[config.mk]
export PLATFORM = sky130hd
export DESIGN_NAME = field_index_decoder
export DESIGN_NICKNAME = d
export VERILOG_FILES = /design/src/rtl/field_index_decoder.sv
export SDC_FILE = /design/constraint.sdc
export NUM_CORES = 1
export LEC_CHECK = 0
export ABC_AREA = 1
export CORE_MARGIN = 10
export CORE_UTILIZATION = 42
export DETAILED_ROUTE_END_ITERATION = 8
export PLACE_DENSITY = 0.6
export SYNTH_ARGS = -nofsm -noshare
export SYNTH_HDL_FRONTEND = slang
export SYNTH_SLANG_ARGS = --single-unit
[constraint.sdc]
create_clock -name clk -period 4.6 [get_ports clk]
set_input_delay 0.92 -clock clk [delete_from_list [all_inputs] [get_ports clk]]
set_output_delay 0.92 -clock clk [all_outputs]
set_load 0.02 [all_outputs]
[src/rtl/field_index_decoder.sv]
// rtl/field_index_decoder.sv - screen position to 1-based board field index via iterative divider
module field_index_decoder (
  input  logic        clk,
  input  logic        rst,
  input  logic [1:0]  level,
  input  logic [4:0]  field_count,
  input  logic [6:0]  button_size,
  input  logic [10:0] board_xpos,
  input  logic [10:0] board_ypos,
  input  logic [10:0] xpos,
  input  logic [10:0] ypos,
  input  logic        req,
  output logic        busy,
  output logic        valid,
  output logic        in_board,
  output logic [4:0]  ind_x,
  output logic [4:0]  ind_y
);

  typedef enum logic [2:0] {
    IDLE  = 3'd0,
    CHECK = 3'd1,
    DIV_X = 3'd2,
    DIV_Y = 3'd3,
    DONE  = 3'd4
  } state_t;

  state_t state, state_nxt;

  // Query snapshot, taken when the request is accepted so later input
  // changes cannot disturb the query in flight.
  logic [1:0]  lvl_q,  lvl_nxt;
  logic [4:0]  fc_q,   fc_nxt;
  logic [6:0]  bs_q,   bs_nxt;
  logic [10:0] bx_q,   bx_nxt;
  logic [10:0] by_q,   by_nxt;
  logic [10:0] x_q,    x_nxt;
  logic [10:0] y_q,    y_nxt;

  // Divider working registers: remainders and 1-based quotient accumulators.
  logic [10:0] rem_x,  rem_x_nxt;
  logic [10:0] rem_y,  rem_y_nxt;
  logic [4:0]  acc_x,  acc_x_nxt;
  logic [4:0]  acc_y,  acc_y_nxt;

  logic        busy_nxt;
  logic        valid_nxt;
  logic        in_board_nxt;
  logic [4:0]  ind_x_nxt;
  logic [4:0]  ind_y_nxt;

  // Geometry helpers derived from the snapshot.
  logic [11:0] span;
  logic [10:0] dx;
  logic [10:0] dy;
  logic [10:0] bs_ext;
  logic        out_of_board;

  assign span   = 12'(fc_q) * 12'(bs_q);
  assign dx     = x_q - bx_q;
  assign dy     = y_q - by_q;
  assign bs_ext = {4'd0, bs_q};

  // dx/dy are only meaningful when no underflow occurred, which the
  // x_q < bx_q / y_q < by_q terms cover before the span comparison matters.
  assign out_of_board = (lvl_q == 2'd0) || (bs_q == 7'd0) || (fc_q == 5'd0) ||
                        (x_q < bx_q) || (y_q < by_q) ||
                        ({1'b0, dx} >= span) || ({1'b0, dy} >= span);

  // Next-state and next-register logic for the decoder FSM.
  always_comb begin
    state_nxt    = state;
    lvl_nxt      = lvl_q;
    fc_nxt       = fc_q;
    bs_nxt       = bs_q;
    bx_nxt       = bx_q;
    by_nxt       = by_q;
    x_nxt        = x_q;
    y_nxt        = y_q;
    rem_x_nxt    = rem_x;
    rem_y_nxt    = rem_y;
    acc_x_nxt    = acc_x;
    acc_y_nxt    = acc_y;
    valid_nxt    = 1'b0;
    in_board_nxt = in_board;
    ind_x_nxt    = ind_x;
    ind_y_nxt    = ind_y;

    case (state)
      IDLE: begin
        if (req) begin
          lvl_nxt   = level;
          fc_nxt    = field_count;
          bs_nxt    = button_size;
          bx_nxt    = board_xpos;
          by_nxt    = board_ypos;
          x_nxt     = xpos;
          y_nxt     = ypos;
          state_nxt = CHECK;
        end
      end

      CHECK: begin
        if (out_of_board) begin
          in_board_nxt = 1'b0;
          ind_x_nxt    = 5'd0;
          ind_y_nxt    = 5'd0;
          valid_nxt    = 1'b1;
          state_nxt    = DONE;
        end else begin
          rem_x_nxt = dx;
          rem_y_nxt = dy;
          acc_x_nxt = 5'd1;
          acc_y_nxt = 5'd1;
          state_nxt = DIV_X;
        end
      end

      DIV_X: begin
        if (rem_x >= bs_ext) begin
          rem_x_nxt = rem_x - bs_ext;
          acc_x_nxt = acc_x + 5'd1;
        end else begin
          state_nxt = DIV_Y;
        end
      end

      DIV_Y: begin
        if (rem_y >= bs_ext) begin
          rem_y_nxt = rem_y - bs_ext;
          acc_y_nxt = acc_y + 5'd1;
        end else begin
          in_board_nxt = 1'b1;
          ind_x_nxt    = acc_x;
          ind_y_nxt    = acc_y;
          valid_nxt    = 1'b1;
          state_nxt    = DONE;
        end
      end

      DONE: begin
        state_nxt = IDLE;
      end

      default: begin
        state_nxt = IDLE;
      end
    endcase

    busy_nxt = (state_nxt != IDLE);
  end

  // State, snapshot, divider and output registers with synchronous reset.
  always_ff @(posedge clk) begin
    if (rst) begin
      state    <= IDLE;
      lvl_q    <= 2'd0;
      fc_q     <= 5'd0;
      bs_q     <= 7'd0;
      bx_q     <= 11'd0;
      by_q     <= 11'd0;
      x_q      <= 11'd0;
      y_q      <= 11'd0;
      rem_x    <= 11'd0;
      rem_y    <= 11'd0;
      acc_x    <= 5'd0;
      acc_y    <= 5'd0;
      busy     <= 1'b0;
      valid    <= 1'b0;
      in_board <= 1'b0;
      ind_x    <= 5'd0;
      ind_y    <= 5'd0;
    end else begin
      state    <= state_nxt;
      lvl_q    <= lvl_nxt;
      fc_q     <= fc_nxt;
      bs_q     <= bs_nxt;
      bx_q     <= bx_nxt;
      by_q     <= by_nxt;
      x_q      <= x_nxt;
      y_q      <= y_nxt;
      rem_x    <= rem_x_nxt;
      rem_y    <= rem_y_nxt;
      acc_x    <= acc_x_nxt;
      acc_y    <= acc_y_nxt;
      busy     <= busy_nxt;
      valid    <= valid_nxt;
      in_board <= in_board_nxt;
      ind_x    <= ind_x_nxt;
      ind_y    <= ind_y_nxt;
    end
  end

endmodule
==> qor.yml <==
yosys:
  synth_top_area_cell: "dfxtp_1"
  synth.top_cell.area_share_pct: 27.6
  synth_cells: 1111
  synth-seq-area-share_pct: 27.6
  synth_area_mm2: 0.00768
  yosysWarnings: 0
  yosysUniqueCellTypes: 44
  syn_nets: 1269
  syn_avg_cell_area_um2: 6.91
  yosys-top-cells-area: "dfxtp_1 28%, ha_1 13%, nand2_1 11%"
  ys_ff_latch: 106
place:
  place_hpwl_um: 15100
  place.gp.congestion: 0.902
  io_buffers: 73
critical_path:
  crit_type: "flop to flop"
  cp-endpoint: "rem_x[8]$_SDFFE_PP0P_"
  start_kind: "flop"
  reg2reg_to: "rem_x[8]$_SDFFE_PP0P_"
  path_max_fanout: 10
  r2r_slack_ns: 0.07
  r2r-start: "fc_q[4]$_SDFFE_PP0P_"
  crit_arrival_ns: 4.78
  endpoint_kind: "flop"
  cp-startpoint: "fc_q[4]$_SDFFE_PP0P_"
  critical_path_required_ns: 4.85
  ff2ff_path_depth: 24
timing:
  slew_headroom_pct: 40.1
  rsz0062_at_grt: "true"
  drv_slew: 0
  finalCritPeriodShare_pct: 98.4
  hold_viol: 0
  fmax_mhz: 221
  worstMarginPinSlew_ns: 0.898
  fin_setup_tns_ns: 0
  setup_violations: 0
  clock_skew_ns: 0.00845
  fin_crit_ns: 4.53
routing:
  routed_wl_um: 20000
  first_pass_iters: 5
  wl_per_cell_um: 14.1
  drc_errors: 0
  num_vias: 7021
  viasPerCell: 4.94
  drt_iter0_drc: 312
  ant_nets: 0
floorplan:
  initial_core_util_pct: 42.8
  dieArea_mm2: 0.0241
  fp.coreArea_mm2: 0.0180
  ios: 74
  fp-row-count: 49
  die_h_um: 155
  die_w_um: 155
pwr:
  ir_drop_uv: 227
  power_density_mw_per_mm2: 308
  p_leak_nw: 4.51
  p_total_mw: 2.87
cells_and_area:
  nNetsFinal: 1346
  mostFrequentLayoutCells: "224 x nand2_1, 152 x inv_1, 126 x nor2_1, 100 x dfxtp_1, 76 x o21ai_0"
  layout_commonest_cell: "nand2_1"
  layout-drive-gt1-share_pct: 10.7
  n_antenna_cell: 0
  area_growth_pct: 21.4
hold_path:
  hp-class: "flop to flop"
grt:
  grt_overflow: 0
  first_global_vias: 6600
  grt_pass1_wl_um: 32700
  grt_usage_pct: 16.5
  antenna_found_initial: 0
  grt_max_degree: 52
clocking:
  cts_hold_buf: 0
  cts_htree_levels: 3
  cts.clk_slew.worst_paths_ns: 0.08
  cts_tree: "done"
  cts_root_buf: "clkbuf_16"
  clock-sinks: 106
  cts_made_buffers: 9
  clock_latency_ns: 0.36
  clk_path_buf_depth: 2
run:
  drv_cap: 0
run_status:
  status: "complete, no violations"
## per-stage QoR
| step | worst slack [ns] | instance area, um2 | util [%] | hold slack (ns) | std cells |
|---|---|---|---|---|---|
| after floorplan | 0.0439 | 7680 | - | 0.433 | 1111 |
| after global placement | -0.0661 | 8730 | 48.6 | 0.448 | 1400 |
| after detailed placement | -0.165 | 8730 | 48.6 | 0.452 | 1400 |
| after CTS | 0.00201 | 9110 | 50.7 | 0.464 | 1417 |
| after global routing | -0.206 | 9330 | 51.9 | 0.479 | 1421 |
| final | 0.0746 | 9330 | 51.9 | 0.461 | 1421 |
## metal layers
layer	track usage [%]	up-vias	routed length [um]
li1	-	3722	-
met1	22.0	3151	9850
met2	26.2	127	8910
met3	3.47	21	974
met4	4.63	0	302
met5	0	-	0
## cell usage after synthesis (all sizes together)
master     n
nor3      12
a21o       7
a21boi     3
nand4      9
nor4       3
mux2i      1
nand3b     3
o211ai     4
o21a       1
a31oi      7
inv      157
ha        78
buf       11
o21ai     78
nor2     128
nor3b      2
nand3     67
nand2    249
xor2      23
o31a       2
a22oi      1
xnor2     11
o22ai      1
clkbuf    29
dfxtp    106
a21oi     92
fa        19
o2111ai    1
or2        2
o21bai     4
## report_power, final
group	total [mW]	switching [mW]	internal [mW]
combinational	1.10	0.664	0.441
sequential	1.01	0.0367	0.973
clock	0.760	0.388	0.373
## worst max-delay path: stages (launching register included)
cell and delay, ns:
dfxtp_2 0.36, nand2_2 0.06, fa_1 0.51, fa_1 0.52, fa_1 0.54, inv_2 0.05, ha_4 0.21, a21o_1 0.18
nand2_1 0.08, nand2_2 0.06, a21oi_2 0.14, xor2_1 0.23, ha_1 0.30, a21oi_2 0.14, o31a_1 0.14, nand2_1 0.05
nand2_1 0.07, nand3_2 0.07, nand2_2 0.10, nand3_2 0.09, nand2_4 0.15, clkbuf_16 0.18, nand3_1 0.06, nand2_1 0.08
nor2_1 0.03
## repair_timing
item | in CTS | in global routing
pin swaps | 9 | 29
endpoints found under the setup margin | 44 | 47
cloned | 1 | 2
buffers inserted | 1 | 2
resized for setup | 16 | 42
## cell type report
class	instances	area, um2
Clock buffer	9	225
Clock inverter	6	51.3
Fill cell	1809	8640
Inverter	157	589
Multi-Input combinational cell	809	4990
Sequential cell	106	2130
Tap cell	229	287
Timing Repair Buffer	105	1050
## cell families (layout without fill, tap and decap cells)
kind of cell             after synthesis  in the layout  share of synthesized area, %
buffers and inverters                197            277                          10.1
multiplexers                           1              1                         0.130
AND/OR/NAND/NOR                      475            476                          26.2
XOR/XNOR                              34             34                          3.88
AO/OA/AOI/OAI                        201            201                          14.4
adder cells (fa/ha/maj)               97             97                          17.7
flip-flops                           106            106                          27.6
## state kept, by name, summed over array words and instances, names as in the netlist, 7 cells and up
name,flops
bs_q,7
rem_x,11
bx_q,11
x_q,11
y_q,11
rem_y,11
by_q,11
## worst min-delay path by stage
| stage | startpoint | slack (ns) | end | cells past startpoint |
|---|---|---|---|---|
| after floorplan | x_q[0]$_SDFFE_PP0P_ | 0.43 | x_q[0]$_SDFFE_PP0P_ | 2 |
| final | y_q[0]$_SDFFE_PP0P_ | 0.46 | y_q[0]$_SDFFE_PP0P_ | 2 |
| after global routing | ind_y[1]$_SDFFE_PP0P_ | 0.48 | ind_y[1]$_SDFFE_PP0P_ | 2 |
| after CTS | y_q[0]$_SDFFE_PP0P_ | 0.46 | y_q[0]$_SDFFE_PP0P_ | 2 |
| after global placement | by_q[6]$_SDFFE_PP0P_ | 0.45 | by_q[6]$_SDFFE_PP0P_ | 2 |
| after detailed placement | y_q[0]$_SDFFE_PP0P_ | 0.45 | y_q[0]$_SDFFE_PP0P_ | 2 |
No activity file was read; power rests on OpenSTA's default activity.
